[config.mk]
export PLATFORM = sky130hd
export DESIGN_NAME = id_stage_hz
export DESIGN_NICKNAME = d
export VERILOG_FILES = /design/src/rtl/id_stage_hz.sv
export SDC_FILE = /design/constraint.sdc
export NUM_CORES = 1
export LEC_CHECK = 0
export ABC_AREA = 1
export BUFFER_PORTS_ARGS = -buffer_cell sky130_fd_sc_hd__buf_2
export CAP_MARGIN = 20
export CORE_MARGIN = 2
export CORE_UTILIZATION = 30
export CTS_BUF_LIST = sky130_fd_sc_hd__clkbuf_2
export DETAILED_ROUTE_END_ITERATION = 10
export GPL_ROUTABILITY_DRIVEN = 0
export GPL_TIMING_DRIVEN = 1
export PLACE_DENSITY = 0.54
export RECOVER_POWER = 50
export SYNTH_ARGS = -nofsm -noshare
export SYNTH_HDL_FRONTEND = slang
export SYNTH_SLANG_ARGS = --single-unit
[constraint.sdc]
create_clock -name clk -period 2.1 [get_ports clk]
set_input_delay 0.105 -clock clk [delete_from_list [all_inputs] [get_ports clk]]
set_output_delay 0.105 -clock clk [all_outputs]
set_load 0.02 [all_outputs]
[src/rtl/id_stage_hz.sv]
// Decode stage: field decode, branch resolve, RAW hazard bubbles.
// Owns the ID/EXE register (ex_*) and a saturating stall counter.
module id_stage_hz #(
  parameter int DW     = 32,
  parameter int FWD_EN = 0,
  parameter int CNT_W  = 16
) (
  input  logic             clk,
  input  logic             rst,
  input  logic [31:0]      instr,
  input  logic             id_valid,
  input  logic [DW-1:0]    reg1,
  input  logic [DW-1:0]    reg2,
  input  logic             is_imm,
  input  logic             st_or_bne,
  input  logic             mem_r_en,
  input  logic             mem_w_en,
  input  logic             wb_en,
  input  logic [1:0]       br_type,
  input  logic [3:0]       exe_cmd,
  input  logic [4:0]       exe_dest,
  input  logic [4:0]       mem_dest,
  input  logic             exe_wb_en,
  input  logic             mem_wb_en,
  input  logic             exe_mem_r_en,
  input  logic             freeze,
  input  logic             flush,
  output logic [4:0]       src1,
  output logic [4:0]       src2,
  output logic             stall,
  output logic             br_taken,
  output logic [DW-1:0]    br_offset,
  output logic             ex_valid,
  output logic             ex_wb_en,
  output logic             ex_mem_r_en,
  output logic             ex_mem_w_en,
  output logic [3:0]       ex_cmd,
  output logic [4:0]       ex_dest,
  output logic [DW-1:0]    ex_val1,
  output logic [DW-1:0]    ex_val2,
  output logic [DW-1:0]    ex_reg2,
  output logic [4:0]       ex_src1,
  output logic [4:0]       ex_src2,
  output logic [CNT_W-1:0] stall_cnt
);

  typedef struct packed {
    logic          valid;
    logic          wb_en;
    logic          mem_r_en;
    logic          mem_w_en;
    logic [3:0]    cmd;
    logic [4:0]    dest;
    logic [DW-1:0] val1;
    logic [DW-1:0] val2;
    logic [DW-1:0] reg2;
    logic [4:0]    src1;
    logic [4:0]    src2;
  } id_ex_t;

  id_ex_t           ex_q, ex_d;
  logic [CNT_W-1:0] cnt_q, cnt_d;

  logic [4:0]    dest;
  logic [DW-1:0] imm;
  logic [DW-1:0] val2;
  logic          uses_src2;
  logic          hz_e, hz_m;
  logic          cond;
  logic          unused_ok;

  assign unused_ok = ^instr[31:26];

  assign src1 = instr[20:16];
  assign src2 = st_or_bne ? instr[25:21]
                          : instr[15:11];
  assign dest = instr[25:21];
  assign imm  = DW'(signed'(instr[15:0]));
  assign val2 = is_imm ? imm : reg2;

  // A jump reads no second operand.
  assign uses_src2 = (~is_imm | st_or_bne)
                   & (br_type != 2'b11);

  assign hz_e = exe_wb_en & (exe_dest != 5'd0)
              & ((exe_dest == src1)
              | (uses_src2 & (exe_dest == src2)));

  assign hz_m = mem_wb_en & (mem_dest != 5'd0)
              & ((mem_dest == src1)
              | (uses_src2 & (mem_dest == src2)));

  // With forwarding only a load in EXE is
  // too late to bypass.
  assign stall = id_valid
               & ((FWD_EN != 0)
                  ? (hz_e & exe_mem_r_en)
                  : (hz_e | hz_m));

  always_comb begin
    cond = 1'b0;
    unique case (br_type)
      2'b01:   cond = (reg1 == '0);
      2'b10:   cond = (reg1 != reg2);
      2'b11:   cond = 1'b1;
      default: cond = 1'b0;
    endcase
  end

  assign br_taken  = id_valid & ~stall & ~freeze
                   & ~flush & cond;
  assign br_offset = imm;

  always_comb begin
    ex_d  = ex_q;
    cnt_d = cnt_q;
    if (freeze) begin
      ex_d  = ex_q;
    end else if (flush) begin
      ex_d  = '0;
    end else if (stall) begin
      ex_d  = '0;
      if (cnt_q != '1)
        cnt_d = cnt_q + CNT_W'(1);
    end else begin
      ex_d.valid    = id_valid;
      ex_d.wb_en    = wb_en & id_valid;
      ex_d.mem_r_en = mem_r_en & id_valid;
      ex_d.mem_w_en = mem_w_en & id_valid;
      ex_d.cmd      = exe_cmd;
      ex_d.dest     = dest;
      ex_d.val1     = reg1;
      ex_d.val2     = val2;
      ex_d.reg2     = reg2;
      ex_d.src1     = src1;
      ex_d.src2     = src2;
    end
  end

  always_ff @(posedge clk or negedge rst) begin
    if (!rst) begin
      ex_q  <= '0;
      cnt_q <= '0;
    end else begin
      ex_q  <= ex_d;
      cnt_q <= cnt_d;
    end
  end

  assign ex_valid    = ex_q.valid;
  assign ex_wb_en    = ex_q.wb_en;
  assign ex_mem_r_en = ex_q.mem_r_en;
  assign ex_mem_w_en = ex_q.mem_w_en;
  assign ex_cmd      = ex_q.cmd;
  assign ex_dest     = ex_q.dest;
  assign ex_val1     = ex_q.val1;
  assign ex_val2     = ex_q.val2;
  assign ex_reg2     = ex_q.reg2;
  assign ex_src1     = ex_q.src1;
  assign ex_src2     = ex_q.src2;
  assign stall_cnt   = cnt_q;

endmodule

==> results of run 1 <==
-- worst min-delay path by stage --
stage,endpoint,slack [ns],depth (start not counted)
after floorplan,ex_cmd[0],-0.19,0
after global placement,ex_dest[3],0.1,1
after detailed placement,ex_dest[3],0.1,1
after CTS,ex_val1[7],0.04,4
after global routing,ex_val1[15],0.08,4
final,ex_val2[18],0.15,4
-- per-stage QoR --
step | setup slack (ns) | std cells | hold slack (ns) | instance area [um2]
after global placement | 0.1692 | 1411 | 0.09915 | 8448
final | 0.03339 | 1634 | 0.1543 | 10560
after detailed placement | 0.1710 | 1411 | 0.09828 | 8448
after global routing | 0.007584 | 1634 | 0.07524 | 10560
after floorplan | 0.3799 | 889 | -0.1906 | 6908
after CTS | 0.007167 | 1632 | 0.04435 | 10620
-- where the power goes --
| part | internal [mW] | leakage [nW] | switching (mW) |
|---|---|---|---|
| registers | 2.80 | 1.77 | 0.112 |
| clock network | 0.599 | 0.150 | 1.18 |
| logic | 0.682 | 3.72 | 1.03 |
| total | 4.08 | 5.64 | 2.32 |
-- cells in the final DEF, fill, tap and decap left out, drive strengths merged --
cell / n
o31ai: 1
o21ai: 107
clkinv: 1
nand3: 64
xor2: 22
ha: 1
o22ai: 7
bufinv: 2
o21a: 1
diode: 1
buf: 270
nand4: 9
a21oi: 6
inv: 97
dlygate4sd3: 187
nor4: 9
dfrtp: 135
nor2: 42
clkbuf: 59
nor3: 13
xnor2: 10
clkinvlp: 3
nand2: 302
-- area by class of cell --
type / count / area [um2]
diodes: 1 / 2.502
clock buffers: 17 / 85.08
clock inverters: 15 / 180.2
fillers: 2340 / 12090
inverters: 88 / 332.8
multi-input cells: 594 / 2764
flip-flops and latches: 135 / 3378
well taps: 285 / 356.6
repair buffers: 499 / 3456
-- sequential cells by signal, indices dropped and copies added, names as in the netlist, 4 cells and up --
name       cells
ex_reg2       32
stall_cnt     16
ex_dest        5
ex_src1        5
ex_val1       32
ex_src2        5
ex_val2       32
ex_cmd         4
-- layer usage --
metal  vias to the layer above  GRT usage, %  share of wire, %
met5                         -             0             0.050
met4                         4         6.553               2.0
met3                        39         6.444               6.6
met2                       276         40.29                49
met1                      3656         28.46                43
li1                       3687             -                 -
-- Yosys cell counts (all sizes together) --
master	n	area, um2
xor2	22	192.7
dfrtp	135	3378
nand4	9	62.56
nand2	302	1156
inv	88	330.3
o21a	1	7.510
clkbuf	20	75.07
xnor2	10	87.58
o22ai	7	43.79
nor3	13	65.06
nor4	9	56.30
o21ai	107	535.5
a21oi	6	30.03
buf	52	374.1
nor2	42	167.7
o31ai	1	7.510
ha	1	12.51
nand3	64	325.3
-- what timing repair did --
action,in CTS,in global routing
setup endpoints to repair,0,9
buffers inserted,0,2
hold buffers,189,0
resized for setup,0,9
endpoints found under the hold margin,270,0
-- cells by family after synthesis --
family / count (synthesis)
buffers and inverters: 160
AOI/OAI and AO/OA: 122
and+or+nand+nor: 439
DFF: 135
adders and majority gates: 1
xor gates and xnor gates: 32
-- worst max-delay path: stages --
cell and delay (ns):
sky130_fd_sc_hd__dlygate4sd3_1 0.54, sky130_fd_sc_hd__buf_2 0.16, sky130_fd_sc_hd__nor2_4 0.34, sky130_fd_sc_hd__buf_4 0.35
sky130_fd_sc_hd__nand3_1 0.10, sky130_fd_sc_hd__dlygate4sd3_1 0.56, sky130_fd_sc_hd__nand2_1 0.06, sky130_fd_sc_hd__dlygate4sd3_1 0.54
==> metrics.md, run 1 <==
| Metric | Value |
|---|---|
| Crit start category | primary input |
| Number of warnings printed during yosys synthesis | 0 |
| Highest attainable clock frequency | between 0.4 and 0.5 GHz |
| Aggregate global routing overflow | 0 |
| Critical path peak fanout | 21 |
| Hold Path Class | in2reg |
| Port Buf Inserts | roughly 300 |
| Netlist Area Pre-Place | between 6000 and 7000 um2 |
| Number of nets produced by synthesis | slightly above 1000 |
| Total GRT Usage | 23.29% |
| Clock tree root buffer cell | sky130_fd_sc_hd__clkbuf_2 |
| Standard-cell row count | 55 |
| Worst setup path endpoint | ex_cmd[3] |
| H-tree level count | 4 |
| Mux contribution to synthesized area | 0% |
| Pin count of the biggest net entering global routing | 75 |
| Clock latency of the later-clocked register in the worst-skew pair | ~0.71 ns |
| Clock buffer depth | 2 |
| First-pass DRT Iterations | 4 |
| Synthesized-area fraction occupied by xor and xnor cells | between 4 and 5% |
| Slew at the pin closest to its max-slew limit | ~1.2 ns |
| Final number of setup-violating endpoints | 0 |
| Final clock period utilization by the worst path | 98.41% |
| Post-synthesis compound-gate area fraction | a little under a tenth |
| Seq cells post-synth | 135 |
| Area of the die | between 20000 and 25000 um2 |
| Worst setup path startpoint | flush |
| Number of clock sinks | around 140 |
| Adder-cell share of the synthesized area | less than 1% |
| Total power | between 6 and 7 mW |
| Part of the Yosys area used for sequential elements | just under 50% |
| Static power due to leakage | ~5.6 nW |
| Die H | 155.7 um |
| Max transition margin | 21.94% |
| Worst setup path class | in2reg |
| Wirelength per Cell | approximately 17 um |
| TritonCTS clock tree | done |
| Number of top-level design ports | slightly above 300 |
| Clock slew seen by the registers of the worst setup and hold paths | around 0.27 ns |
| # nets final | 1461 |
| Maximum resistive drop on vdd | between 300 and 400 uV |
| Number of buffers inserted during clock tree synthesis | 17 |
| Post-synthesis area per instance | about 7.8 um2 |
| Worst setup EP type | flip-flop |
| Crit path DAT | around 2.7 ns |
| Largest family of logic cells by synthesized area | simple AND/OR/NAND/NOR gates |
| Worst-case reg-to-reg path depth | 9 |
| Detailed placement HPWL | 19330 um |
| Wire length after detailed routing | between 20000 and 30000 um |
| DRC marker count from the first detailed-route iteration | 340 |
| Number of distinct library cells after synthesis | 28 |
| Hold path startpoint | instr[15] |
| Final-layout setup total negative slack | 0 ns |
| Post-synthesis instance total | around 890 |
| Status | finished, final reports clean |
| Final ANT Viol Nets | 0 |
| Source of the worst register-to-register timing path | stall_cnt[0] |
| Setup Skew | 0.03219 ns |
| Setup slack, reg-to-reg | 0.18 ns |
| Area overhead of the layout relative to synthesis | 52.80% |
| Via density per instance | ~4.7 |
| Horizontal extent of the die | approximately 160 um |
| Endpoints failing hold | 0 |
| Wire length of the first global-routing pass | between 40000 and 50000 um |
| Fraction of final layout cells sized beyond drive strength 1 | between 20% and 30% |
| Simple-Gate Fraction of Synth Area | a little over a quarter |
| Number of slew-limit violations in the final report | 0 |
| Time the final worst path needs with I/O delays and setup | approximately 2.1 ns |
| Initial antenna violation count | 4 |
| Final Util | a little under half |
| Vias after detailed routing | 7662 |
| Unrepaired setup endpoints after global routing | false |
| Number of global-route vias before repair | ~7600 |
| Residual DRC | 0 |
| Endpoint of the most critical register-to-register path | stall_cnt[2] |
| Placeable Area | 22640 um2 |
| Initial cell density of the core | a little under a third |
| Required arrival time at the worst endpoint | between 2 and 3 ns |
| Max-capacitance violation count | 0 |
| Power density relative to cell area | roughly 600 nW/um2 |
No activity file was read; power rests on OpenSTA's default activity.
==> run 2, diff against run 1 <==
--- a/config.mk
+++ b/config.mk
@@ -7,3 +7,2 @@
 export LEC_CHECK = 0
-export ABC_AREA = 1
 export BUFFER_PORTS_ARGS = -buffer_cell sky130_fd_sc_hd__buf_2
@@ -15,4 +14,4 @@
 export GPL_ROUTABILITY_DRIVEN = 0
-export GPL_TIMING_DRIVEN = 1
-export PLACE_DENSITY = 0.54
+export GPL_TIMING_DRIVEN = 0
+export PLACE_DENSITY = 0.55
 export RECOVER_POWER = 50
--- a/constraint.sdc
+++ b/constraint.sdc
@@ -3,2 +3,2 @@
 set_output_delay 0.105 -clock clk [all_outputs]
-set_load 0.02 [all_outputs]
+set_load 0.1 [all_outputs]
==> run 2 against run 1 <==
Net effect: utilization is 0.36 points lower; die area is 5.2% lower; critical path depth is 1 higher; maximum frequency is 1.3% lower; sequential power hardly changed; final area is 5.2% lower; synthesized cell count is 39% lower; largest power group is now combinational logic.
==> metrics.md, run 2 <==
| Metric | Value |
|---|---|
| Number of slew-limit violations in the final report | 0 |
| Pin count of the biggest net entering global routing | just over 70 |
| Placeable Area | approximately 22000 um2 |
| Standard-cell row count | 54 |
| First-pass DRT Iterations | 4 |
| Final-layout setup total negative slack | 0 ns |
| Non-filler cells, final | between 1000 and 1500 |
| Count of fill cells added during filler insertion | between 2000 and 2500 |
| Dpl ws | -0.9872 ns |
| Clock slew seen by the registers of the worst setup and hold paths | around 0.22 ns |
| Max transition margin | about 22% |
| Total GRT Usage | 23.28% |
| DRC marker count from the first detailed-route iteration | 280 |
| Fraction of final layout cells sized beyond drive strength 1 | ~41% |
| Worst setup EP type | output port |
| Cell total after placement | approximately 1100 |
| Hold Path Class | in2reg |
| Clock latency of the later-clocked register in the worst-skew pair | approximately 0.70 ns |
| Area of the die | about 23000 um2 |
| H-tree level count | 4 |
| Post-synthesis instance total | between 500 and 600 |
| Setup Skew | between 0.006 and 0.007 ns |
| Final ANT Viol Nets | 0 |
| Combined flip-flop and latch cell area | 3397 um2 |
| Final clock period utilization by the worst path | 99.70% |
| Wire length after detailed routing | approximately 27000 um |
| Port Buf Inserts | around 290 |
| Async set-or-reset flop fraction in the synthesized netlist | between 90% and 100% |
| Number of warnings printed during yosys synthesis | 0 |
| Total power | between 7 and 8 mW |
| Number of nets produced by synthesis | around 670 |
| Number of top-level design ports | 304 |
| Most frequent cell after synthesis | sky130_fd_sc_hd__dfrtp_1 |
| Netlist Area Pre-Place | 6538 um2 |
| Number of buffers inserted during clock tree synthesis | 17 |
| Part of the Yosys area used for sequential elements | roughly half |
| Time the final worst path needs with I/O delays and setup | 2.094 ns |
| Number of distinct library cells after synthesis | 36 |
| Final number of setup-violating endpoints | 0 |
| Clock buffer depth | 2 |
| Cell types with the largest area share after synthesis | sky130_fd_sc_hd__dfrtp_1 (52%), sky130_fd_sc_hd__a32o_1 (18%), sky130_fd_sc_hd__xnor2_1 (5.6%), sky130_fd_sc_hd__buf_4 (4.6%), sky130_fd_sc_hd__xor2_1 (3.3%) |
| Unrepaired setup endpoints after global routing | true |
| Max-capacitance violation count | 0 |
| Initial cell density of the core | ~30% |
| Crit path DAT | between 1.5 and 2 ns |
| Seq cells post-synth | 135 |
| Endpoints failing hold | 0 |
| Most used cells in the layout excluding fill and tap cells | sky130_fd_sc_hd__buf_2 (264), sky130_fd_sc_hd__dfrtp_1 (126), sky130_fd_sc_hd__a32o_1 (115) |
| Area overhead of the layout relative to synthesis | 53.00% |
| Maximum resistive drop on vdd | roughly 440 uV |
| Highest attainable clock frequency | around 0.48 GHz |
| Power density relative to cell area | 794.3 nW/um2 |
| Share of Yosys cell area claimed by the top area cell type | roughly 52% |
| Static power due to leakage | 4.801 nW |
| Slew at the pin closest to its max-slew limit | around 1.2 ns |
| Residual DRC | 0 |
| Worst setup path class | in2out |
| Critical path peak fanout | 4 |
| Die H | between 150 and 200 um |
| Dominant cell type by area after synthesis | sky130_fd_sc_hd__dfrtp_1 |
| Top post-synthesis cells by count | sky130_fd_sc_hd__dfrtp_1 (135), sky130_fd_sc_hd__a32o_1 (115), sky130_fd_sc_hd__xnor2_1 (42), sky130_fd_sc_hd__buf_4 (40), sky130_fd_sc_hd__clkbuf_1 (31) |
| Vias after detailed routing | 6397 |
| Initial antenna violation count | 4 |
| Crit start category | primary input |
| Total area of multi-input combinational cells | 2726 um2 |
| Required arrival time at the worst endpoint | 2.00 ns |
| Horizontal extent of the die | roughly 150 um |
| Number of clock sinks | 135 |
| Wire length of the first global-routing pass | around 39000 um |
| Most common cell after layout, fill and taps aside | sky130_fd_sc_hd__buf_2 |
| Clock tree root buffer cell | sky130_fd_sc_hd__clkbuf_2 |
| Primary FF master, synth | sky130_fd_sc_hd__dfrtp_1 |
| Number of global-route vias before repair | 6590 |
| Detailed placement HPWL | 19810 um |
| TritonCTS clock tree | done |
| Post-synthesis area per instance | ~12 um2 |
| Status | finished, final reports clean |
| Aggregate global routing overflow | 0 |
| Number of enable flip-flop cells after synthesis | 0 |
| # nets final | approximately 1100 |
| Wirelength per Cell | roughly 22 um |
| Fin worst setup slack | approximately 0.0063 ns |
| Via density per instance | 5.041 |
[run 2: changes by cell type after synthesis, moves of 12 or more]
| cell | change |
|---|---|
| sky130_fd_sc_hd__o21ai_1 | -33 |
| sky130_fd_sc_hd__mux2_2 | +16 |
| sky130_fd_sc_hd__nand2_1 | -293 |
| sky130_fd_sc_hd__xnor2_1 | +32 |
| sky130_fd_sc_hd__o21ai_0 | -55 |
| sky130_fd_sc_hd__inv_1 | -66 |
| sky130_fd_sc_hd__nor2_1 | -37 |
| sky130_fd_sc_hd__a32o_1 | +115 |
| sky130_fd_sc_hd__nor3_1 | -12 |
| sky130_fd_sc_hd__nand3_1 | -52 |
[run 2: path summary, 6_finish.rpt]
check | endpoint | from | slack [ns] | depth (start not counted)
worst max-delay path | br_taken | exe_dest[2] | 0.006 | 9
worst min-delay path | ex_val2[0] | is_imm | 0.06 | 3
min in group asynchronous | stall_cnt[10] | rst | 0.48 | 3
max in group asynchronous | ex_val2[13] | rst | 0.77 | 4
worst max register to register | stall_cnt[13] | stall_cnt[8] | 0.03 | 7
worst min register to register | ex_val2[13] | ex_val2[13] | 0.51 | 1
[run 2: per-layer routing]
layer / part of all wire (%) / track usage [%] / vias up
met2: 49 / 40.77 / 235
met5: 0 / 0 / -
met1: 42 / 28.49 / 3194
li1: - / - / 2933
met3: 7.0 / 6.048 / 35
met4: 1.9 / 6.157 / 0
[run 2: worst max-delay path, cell delays in order]
cell and delay, ns:
sky130_fd_sc_hd__buf_4 0.13, sky130_fd_sc_hd__or4_4 0.51, sky130_fd_sc_hd__o21ai_2 0.19, sky130_fd_sc_hd__nor4_2 0.08
sky130_fd_sc_hd__a31oi_2 0.18, sky130_fd_sc_hd__nand3_4 0.17, sky130_fd_sc_hd__nor2_4 0.20, sky130_fd_sc_hd__a21boi_4 0.22
sky130_fd_sc_hd__buf_12 0.19
[run 2: timing repair]
item,in CTS,in global routing
gates resized for setup,26,4
hold buffers,113,1
gates cloned,0,1
setup endpoints to repair,2,4
pin swaps,11,3
buffers inserted,5,2
endpoints found under the hold margin,270,5
[run 2: power breakdown]
group	switching [mW]	internal [mW]
clock network	1.05	0.663
registers	0.119	2.81
logic	2.56	0.743
total	3.73	4.21
[run 2: layout make-up]
cell class	count	area share (%)
tap	280	3.503
inverter	20	0.7881
timing repair buffer	415	27.03
buffer	80	4.754
sequential	135	33.96
antenna	4	0.1001
clock buffer	17	0.8506
clock inverter	15	1.751
multi-input combinational	303	27.26
[run 2: kinds of logic (layout without fill, tap and decap cells)]
family                     Yosys count  after routing  share of synthesized area (%)
AOI/OAI and AO/OA                  144            144                          20.23
xor gates and xnor gates            67             67                          8.976
adders and majority gates            1              1                         0.1914
buffers and inverters              102            547                          8.651
DFF                                135            135                          51.67
muxes                               21             21                          3.828
other                                0              4                              0
and+or+nand+nor                     69             70                          6.450
[run 2: metrics by stage]
stage / hold slack (ns) / utilization, % / instance area (um2)
3_3_place_gp: 0.3273 / 39.03 / 8438
6_report: 0.05931 / 46.26 / 10000
3_5_place_dp: 0.1556 / 39.18 / 8472
5_1_grt: 0.0006623 / 46.24 / 9997
2_1_floorplan: -0.1906 / - / 6616
4_1_cts: 0.002326 / 46.13 / 9975
